**src/rtl/draw_scheduler.sv**
```systemverilog
// draw_scheduler: sequences every pixel write for the Connect-Four screen and
// owns the single VGA adapter write port. A token request paints one 4x4 board
// block; a pointer request paints one 4x4 block in the pointer row, first
// erasing the previously drawn pointer block.
//
// Ports
//   clk                 system clock, rising edge
//   resetn              synchronous reset, active-high despite its name
//   tok_req/ack         token draw handshake (req level, ack one-cycle pulse)
//   tok_col/row/player  token operands (player 0 = red, 1 = yellow)
//   ptr_req/ack         pointer move handshake
//   ptr_col/player      pointer operands
//   x, y, colour, plot  adapter write port, zero whenever plot = 0
//   busy                high in every state except IDLE
module draw_scheduler #(
  parameter int unsigned GRID_LENGTH  = 2,
  parameter int unsigned BLOCK_LENGTH = 4,
  parameter int unsigned COLS         = 7,
  parameter int unsigned ROWS         = 6,
  parameter int unsigned BOARD_Y0     = 6
) (
  input  logic       clk,
  input  logic       resetn,
  input  logic       tok_req,
  input  logic [2:0] tok_col,
  input  logic [2:0] tok_row,
  input  logic       tok_player,
  output logic       tok_ack,
  input  logic       ptr_req,
  input  logic [2:0] ptr_col,
  input  logic       ptr_player,
  output logic       ptr_ack,
  output logic [7:0] x,
  output logic [6:0] y,
  output logic [2:0] colour,
  output logic       plot,
  output logic       busy
);

  localparam int unsigned XW    = 8;
  localparam int unsigned YW    = 7;
  localparam int unsigned CW    = 3;
  localparam int unsigned POSW  = 3;
  localparam int unsigned CNTW  = 4;
  localparam int unsigned PITCH = GRID_LENGTH + BLOCK_LENGTH;

  localparam logic [POSW-1:0] COLS_L   = POSW'(COLS);
  localparam logic [POSW-1:0] ROWS_L   = POSW'(ROWS);
  localparam logic [CNTW-1:0] CNT_LAST = CNTW'(15);
  localparam logic [YW-1:0]   PTR_Y0   = YW'(1);
  localparam logic [CW-1:0]   RED      = 3'b100;
  localparam logic [CW-1:0]   YELLOW   = 3'b110;
  localparam logic [CW-1:0]   BLACK    = 3'b000;

  typedef enum logic [1:0] {
    S_IDLE  = 2'd0,
    S_ERASE = 2'd1,
    S_DRAW  = 2'd2,
    S_ACK   = 2'd3
  } state_e;

  state_e            state_q, state_d;
  logic [CNTW-1:0]   cnt_q, cnt_d;
  logic [POSW-1:0]   col_q, col_d;
  logic [POSW-1:0]   row_q, row_d;
  logic [CW-1:0]     colour_q, colour_d;
  logic              is_ptr_q, is_ptr_d;
  logic [POSW-1:0]   prev_col_q, prev_col_d;
  logic              ptr_drawn_q, ptr_drawn_d;

  // State register and latched operands
  always_ff @(posedge clk) begin
    if (resetn) begin
      state_q     <= S_IDLE;
      cnt_q       <= '0;
      col_q       <= '0;
      row_q       <= '0;
      colour_q    <= '0;
      is_ptr_q    <= 1'b0;
      prev_col_q  <= '0;
      ptr_drawn_q <= 1'b0;
    end else begin
      state_q     <= state_d;
      cnt_q       <= cnt_d;
      col_q       <= col_d;
      row_q       <= row_d;
      colour_q    <= colour_d;
      is_ptr_q    <= is_ptr_d;
      prev_col_q  <= prev_col_d;
      ptr_drawn_q <= ptr_drawn_d;
    end
  end

  // Next-state: arbitration (token first), operand latch, pixel counter
  always_comb begin
    state_d     = state_q;
    cnt_d       = cnt_q;
    col_d       = col_q;
    row_d       = row_q;
    colour_d    = colour_q;
    is_ptr_d    = is_ptr_q;
    prev_col_d  = prev_col_q;
    ptr_drawn_d = ptr_drawn_q;

    unique case (state_q)
      S_IDLE: begin
        if (tok_req) begin
          is_ptr_d = 1'b0;
          col_d    = tok_col;
          row_d    = tok_row;
          colour_d = tok_player ? YELLOW : RED;
          cnt_d    = '0;
          state_d  = (tok_col >= COLS_L || tok_row >= ROWS_L) ? S_ACK : S_DRAW;
        end else if (ptr_req) begin
          is_ptr_d = 1'b1;
          col_d    = ptr_col;
          row_d    = '0;
          colour_d = ptr_player ? YELLOW : RED;
          cnt_d    = '0;
          // Out-of-range pointer skips straight to ACK, leaving pointer history untouched
          if (ptr_col >= COLS_L)  state_d = S_ACK;
          else if (ptr_drawn_q)   state_d = S_ERASE;
          else                    state_d = S_DRAW;
        end
      end
      S_ERASE: begin
        cnt_d = cnt_q + CNTW'(1);
        if (cnt_q == CNT_LAST) begin
          cnt_d   = '0;
          state_d = S_DRAW;
        end
      end
      S_DRAW: begin
        cnt_d = cnt_q + CNTW'(1);
        if (cnt_q == CNT_LAST) begin
          cnt_d   = '0;
          state_d = S_ACK;
          if (is_ptr_q) begin
            prev_col_d  = col_q;
            ptr_drawn_d = 1'b1;
          end
        end
      end
      S_ACK:   state_d = S_IDLE;
      default: state_d = S_IDLE;
    endcase
  end

  logic [POSW-1:0] blk_col;
  logic [XW-1:0]   x0;
  logic [YW-1:0]   tok_y0;
  logic [YW-1:0]   y0;

  // Outputs: adapter port decoded from registered state, cnt and operands
  always_comb begin
    plot    = 1'b0;
    x       = '0;
    y       = '0;
    colour  = '0;
    tok_ack = 1'b0;
    ptr_ack = 1'b0;
    busy    = (state_q != S_IDLE);

    // Erase always targets the previous pointer block in the pointer row
    blk_col = (state_q == S_ERASE) ? prev_col_q : col_q;
    x0      = XW'(GRID_LENGTH) + XW'(blk_col) * XW'(PITCH);
    tok_y0  = YW'(BOARD_Y0) + (YW'(ROWS - 1) - YW'(row_q)) * YW'(PITCH);
    y0      = (state_q == S_ERASE || is_ptr_q) ? PTR_Y0 : tok_y0;

    unique case (state_q)
      S_ERASE: begin
        plot   = 1'b1;
        x      = x0 + XW'(cnt_q[1:0]);
        y      = y0 + YW'(cnt_q[3:2]);
        colour = BLACK;
      end
      S_DRAW: begin
        plot   = 1'b1;
        x      = x0 + XW'(cnt_q[1:0]);
        y      = y0 + YW'(cnt_q[3:2]);
        colour = colour_q;
      end
      S_ACK: begin
        tok_ack = ~is_ptr_q;
        ptr_ack = is_ptr_q;
      end
      default: ;
    endcase
  end

endmodule

```
**config.mk**
```make
export PLATFORM = sky130hd
export DESIGN_NAME = draw_scheduler
export DESIGN_NICKNAME = d
export VERILOG_FILES = /design/src/rtl/draw_scheduler.sv
export SDC_FILE = /design/constraint.sdc
export NUM_CORES = 1
export LEC_CHECK = 0
export ABC_AREA = 1
export CORE_ASPECT_RATIO = 0.5
export CORE_MARGIN = 3
export CORE_UTILIZATION = 48
export CTS_CLUSTER_SIZE = 28
export DETAILED_ROUTE_END_ITERATION = 8
export PLACE_DENSITY = 0.81
export SYNTH_ARGS = -nofsm -noshare
export SYNTH_HDL_FRONTEND = slang
export SYNTH_SLANG_ARGS = --single-unit
```
**constraint.sdc**
```tcl
create_clock -name clk -period 4.6 [get_ports clk]
set_input_delay 0.69 -clock clk [delete_from_list [all_inputs] [get_ports clk]]
set_output_delay 0.69 -clock clk [all_outputs]
set_load 0.01 [all_outputs]
```
==> metrics.cfg <==
[status]
outcome = finished clean

[critical_path]
worst-endpoint-arrival_ns = 3.26
start_kind = flip-flop
crit_type = flip-flop to primary output
cp-end-kind = primary output
required_ns = 3.91
worst-path-max-fanout = 7

[detailed_routing]
drt_pass1_iterations = 4
route.vias.total = 1616
initialDrtViolationCount = 80
route.final.wire_length_um = 3630
drt.antenna.violating_nets = 0
routedWlPerCell_um = 11.4
viasPerCell = 5.10
detail_route.drc_violations = 0

[global_routing]
first_pass_grt_wire_length_um = 6200
first_global_vias = 1461
grt_antenna_before_repair = 0
grt_overflow = 0
globalRouteTotalUtil = 0.191
maximum_number_of_pins_on_one_net_before_global_route_repair = 20

[clocking]
post-cts-setup-buffer-count = 0
clock-sinks = 19
cts-resized-gates = 0
clk_root_buffer_cell = sky130_fd_sc_hd__clkbuf_8
cts-htree-levels = 1
cts_tree = done
clkLatencyLatePin_ns = 0.25
tritoncts.num_buffers = 3
post_cts_clock_slew_at_the_launch_and_capture_registers_of_the_worst_setup_and_hold_paths_ns = 0.07
max-clock-path-buffers = 2
cts_hold_repair.buffers = 0

[power_and_ir_drop]
ir_drop_uv = 314
total_leakage_power_nw = 0.942
pwr_density_cell_nw_per_um2 = 559

[synth]
netlist_instances = 245
post_synth_most_frequent_cells = 59 x sky130_fd_sc_hd__nand2_1, 41 x sky130_fd_sc_hd__inv_1, 22 x sky130_fd_sc_hd__nor2_1
synth_top_cell_area_share = 0.236
synth_largest_area_cell = sky130_fd_sc_hd__dfxtp_1
mappedNetlistArea_um2 = 1610
yosys_warnings = 0
avgSynthCellArea_um2 = 6.57
ys_seq_elements = 19
synth.most_common_cell = sky130_fd_sc_hd__nand2_1
number_of_enable_type_register_cells_in_the_synthesized_netlist = 0
dominantRegCellSynth = sky130_fd_sc_hd__dfxtp_1
yosysSeqAreaShare = 0.236
synth_area_leaders = sky130_fd_sc_hd__dfxtp_1 24%, sky130_fd_sc_hd__ha_1 14%, sky130_fd_sc_hd__nand2_1 14%
synth_async_sr_flop_share = 0
synth.distinct_cells = 28

[timing]
final-setup-viol-count = 0
period_share = 0.858
tightestPinTransition_ns = 0.823
rsz0062_at_grt = false
fin_skew_ns = 0.00259
hold_violations = 0
fmax_mhz = 253
final.setup.tns_ns = 0
drv_slew = 0
final_period_minus_worst_setup_slack_ns = 3.95
worst_slew_margin_rel = 0.452

[floorplan]
chipHeight_um = 46.9
die-area_um2 = 4130
die-width_um = 87.9
initial_utilization = 0.519
placement_rows = 14
core_um2 = 3100
ioPinCount = 37

[cells_and_area]
final_core_util = 0.649
count_of_filler_cells_inserted_in_the_layout = 279
finalNetCount = 314
area_delta_synth_final_pct = 25.0
layout-drive-gt1-share = 0.0650
finish.cell_count_without_fillers = 317
diodes = 0

[placed_design]
dpl.cell_count = 313
detailedPlacementHpwl_um = 2910
gp_congestion = 0.785
port_buffers = 34

[hold_path]
worst_min_delay_path_category = flip-flop to flip-flop

[job]
maxCapViolations = 0

==> layout make-up <==
class	instances	area, um^2	area share
inverter	48	180	0.0896
timing repair buffer	34	340	0.169
clock buffer	4	45.0	0.0224
tap	40	50.0	0.0249
multi-input combinational	172	1010	0.505
sequential	19	380	0.189
==> routing by layer <==
| layer | vias up | global-route usage | share of wire |
|---|---|---|---|
| met3 | 9 | 0.0350 | 0.050 |
| met2 | 48 | 0.373 | 0.49 |
| met1 | 717 | 0.225 | 0.45 |
| li1 | 842 | - | - |
| met5 | - | 0 | 0 |
| met4 | 0 | 0.0428 | 0.012 |
==> layout by cell type (no fill, tap or decap), types with 2 or more instances in the layout <==
| cell | instances |
|---|---|
| sky130_fd_sc_hd__a211oi_1 | 2 |
| sky130_fd_sc_hd__a21oi_1 | 19 |
| sky130_fd_sc_hd__a311oi_1 | 5 |
| sky130_fd_sc_hd__clkbuf_8 | 3 |
| sky130_fd_sc_hd__clkdlybuf4s50_1 | 34 |
| sky130_fd_sc_hd__conb_1 | 2 |
| sky130_fd_sc_hd__dfxtp_1 | 19 |
| sky130_fd_sc_hd__fa_1 | 3 |
| sky130_fd_sc_hd__ha_1 | 18 |
| sky130_fd_sc_hd__inv_1 | 41 |
| sky130_fd_sc_hd__inv_2 | 7 |
| sky130_fd_sc_hd__nand2_1 | 59 |
| sky130_fd_sc_hd__nand3_1 | 11 |
| sky130_fd_sc_hd__nand4_1 | 5 |
| sky130_fd_sc_hd__nor2_1 | 22 |
| sky130_fd_sc_hd__nor2_2 | 2 |
| sky130_fd_sc_hd__nor3_1 | 4 |
| sky130_fd_sc_hd__nor3_2 | 2 |
| sky130_fd_sc_hd__o21ai_0 | 8 |
| sky130_fd_sc_hd__o21ai_1 | 2 |
| sky130_fd_sc_hd__xor2_1 | 2 |
==> sequential cells by signal, summed over array words and instances, names as in the netlist <==
register and count:
prev_col_q 3, colour_q 2, row_q 3, col_q 3, state_q 2, cnt_q 4, is_ptr_q 1, ptr_drawn_q 1
==> cell families (layout without fill, tap and decap cells) <==
group | count (synthesis) | after routing | synth area share
buffers and inverters | 55 | 86 | 0.135
DFF | 19 | 19 | 0.236
other | 1 | 2 | 0.00233
adders and majority gates | 21 | 21 | 0.177
and+or+nand+nor | 109 | 109 | 0.301
AOI/OAI and AO/OA | 38 | 38 | 0.137
xor gates and xnor gates | 2 | 2 | 0.0109
==> worst paths after layout <==
check,startpoint,slack [ns],endpoint,cells after the start
worst max register to register,state_q[0],2.46,cnt_q[2],8
worst min-delay path,prev_col_q[1],0.46,prev_col_q[1],2
worst max-delay path,state_q[1],0.65,x[4],12
worst min register to register,prev_col_q[1],0.46,prev_col_q[1],2
==> report_power, final <==
| group | total (W) | leakage [nW] | internal [W] | switching, W |
|---|---|---|---|---|
| Clock | 0.000115 | 0.0228 | 0.0000616 | 0.0000536 |
| Sequential | 0.000244 | 0.156 | 0.000204 | 0.0000406 |
| Combinational | 0.000765 | 0.763 | 0.000323 | 0.000442 |
| Total | 0.00112 | 0.942 | 0.000588 | 0.000537 |
==> worst max-delay path, cell delays in order (launching register included) <==
cell	delay (ns)
sky130_fd_sc_hd__dfxtp_1	0.35
sky130_fd_sc_hd__inv_1	0.09
sky130_fd_sc_hd__ha_1	0.31
sky130_fd_sc_hd__inv_1	0.09
sky130_fd_sc_hd__or2_2	0.27
sky130_fd_sc_hd__o21ai_0	0.10
sky130_fd_sc_hd__inv_1	0.13
sky130_fd_sc_hd__ha_1	0.23
sky130_fd_sc_hd__fa_1	0.49
sky130_fd_sc_hd__ha_1	0.19
sky130_fd_sc_hd__o21ai_1	0.08
sky130_fd_sc_hd__a21oi_1	0.14
sky130_fd_sc_hd__clkdlybuf4s50_1	0.54
==> stage by stage <==
stage,hold WS (ns),area [um^2],worst slack [ns],total power (W)
after detailed placement,0.456,1970,0.952,0.00101
after global routing,0.481,2010,0.414,0.00124
after floorplan,0.431,1610,1.57,0.000739
after global placement,0.450,1970,1.05,0.000976
after CTS,0.465,2010,0.649,0.00112
final,0.465,2010,0.653,0.00112
No activity file was read; power rests on OpenSTA's default activity.
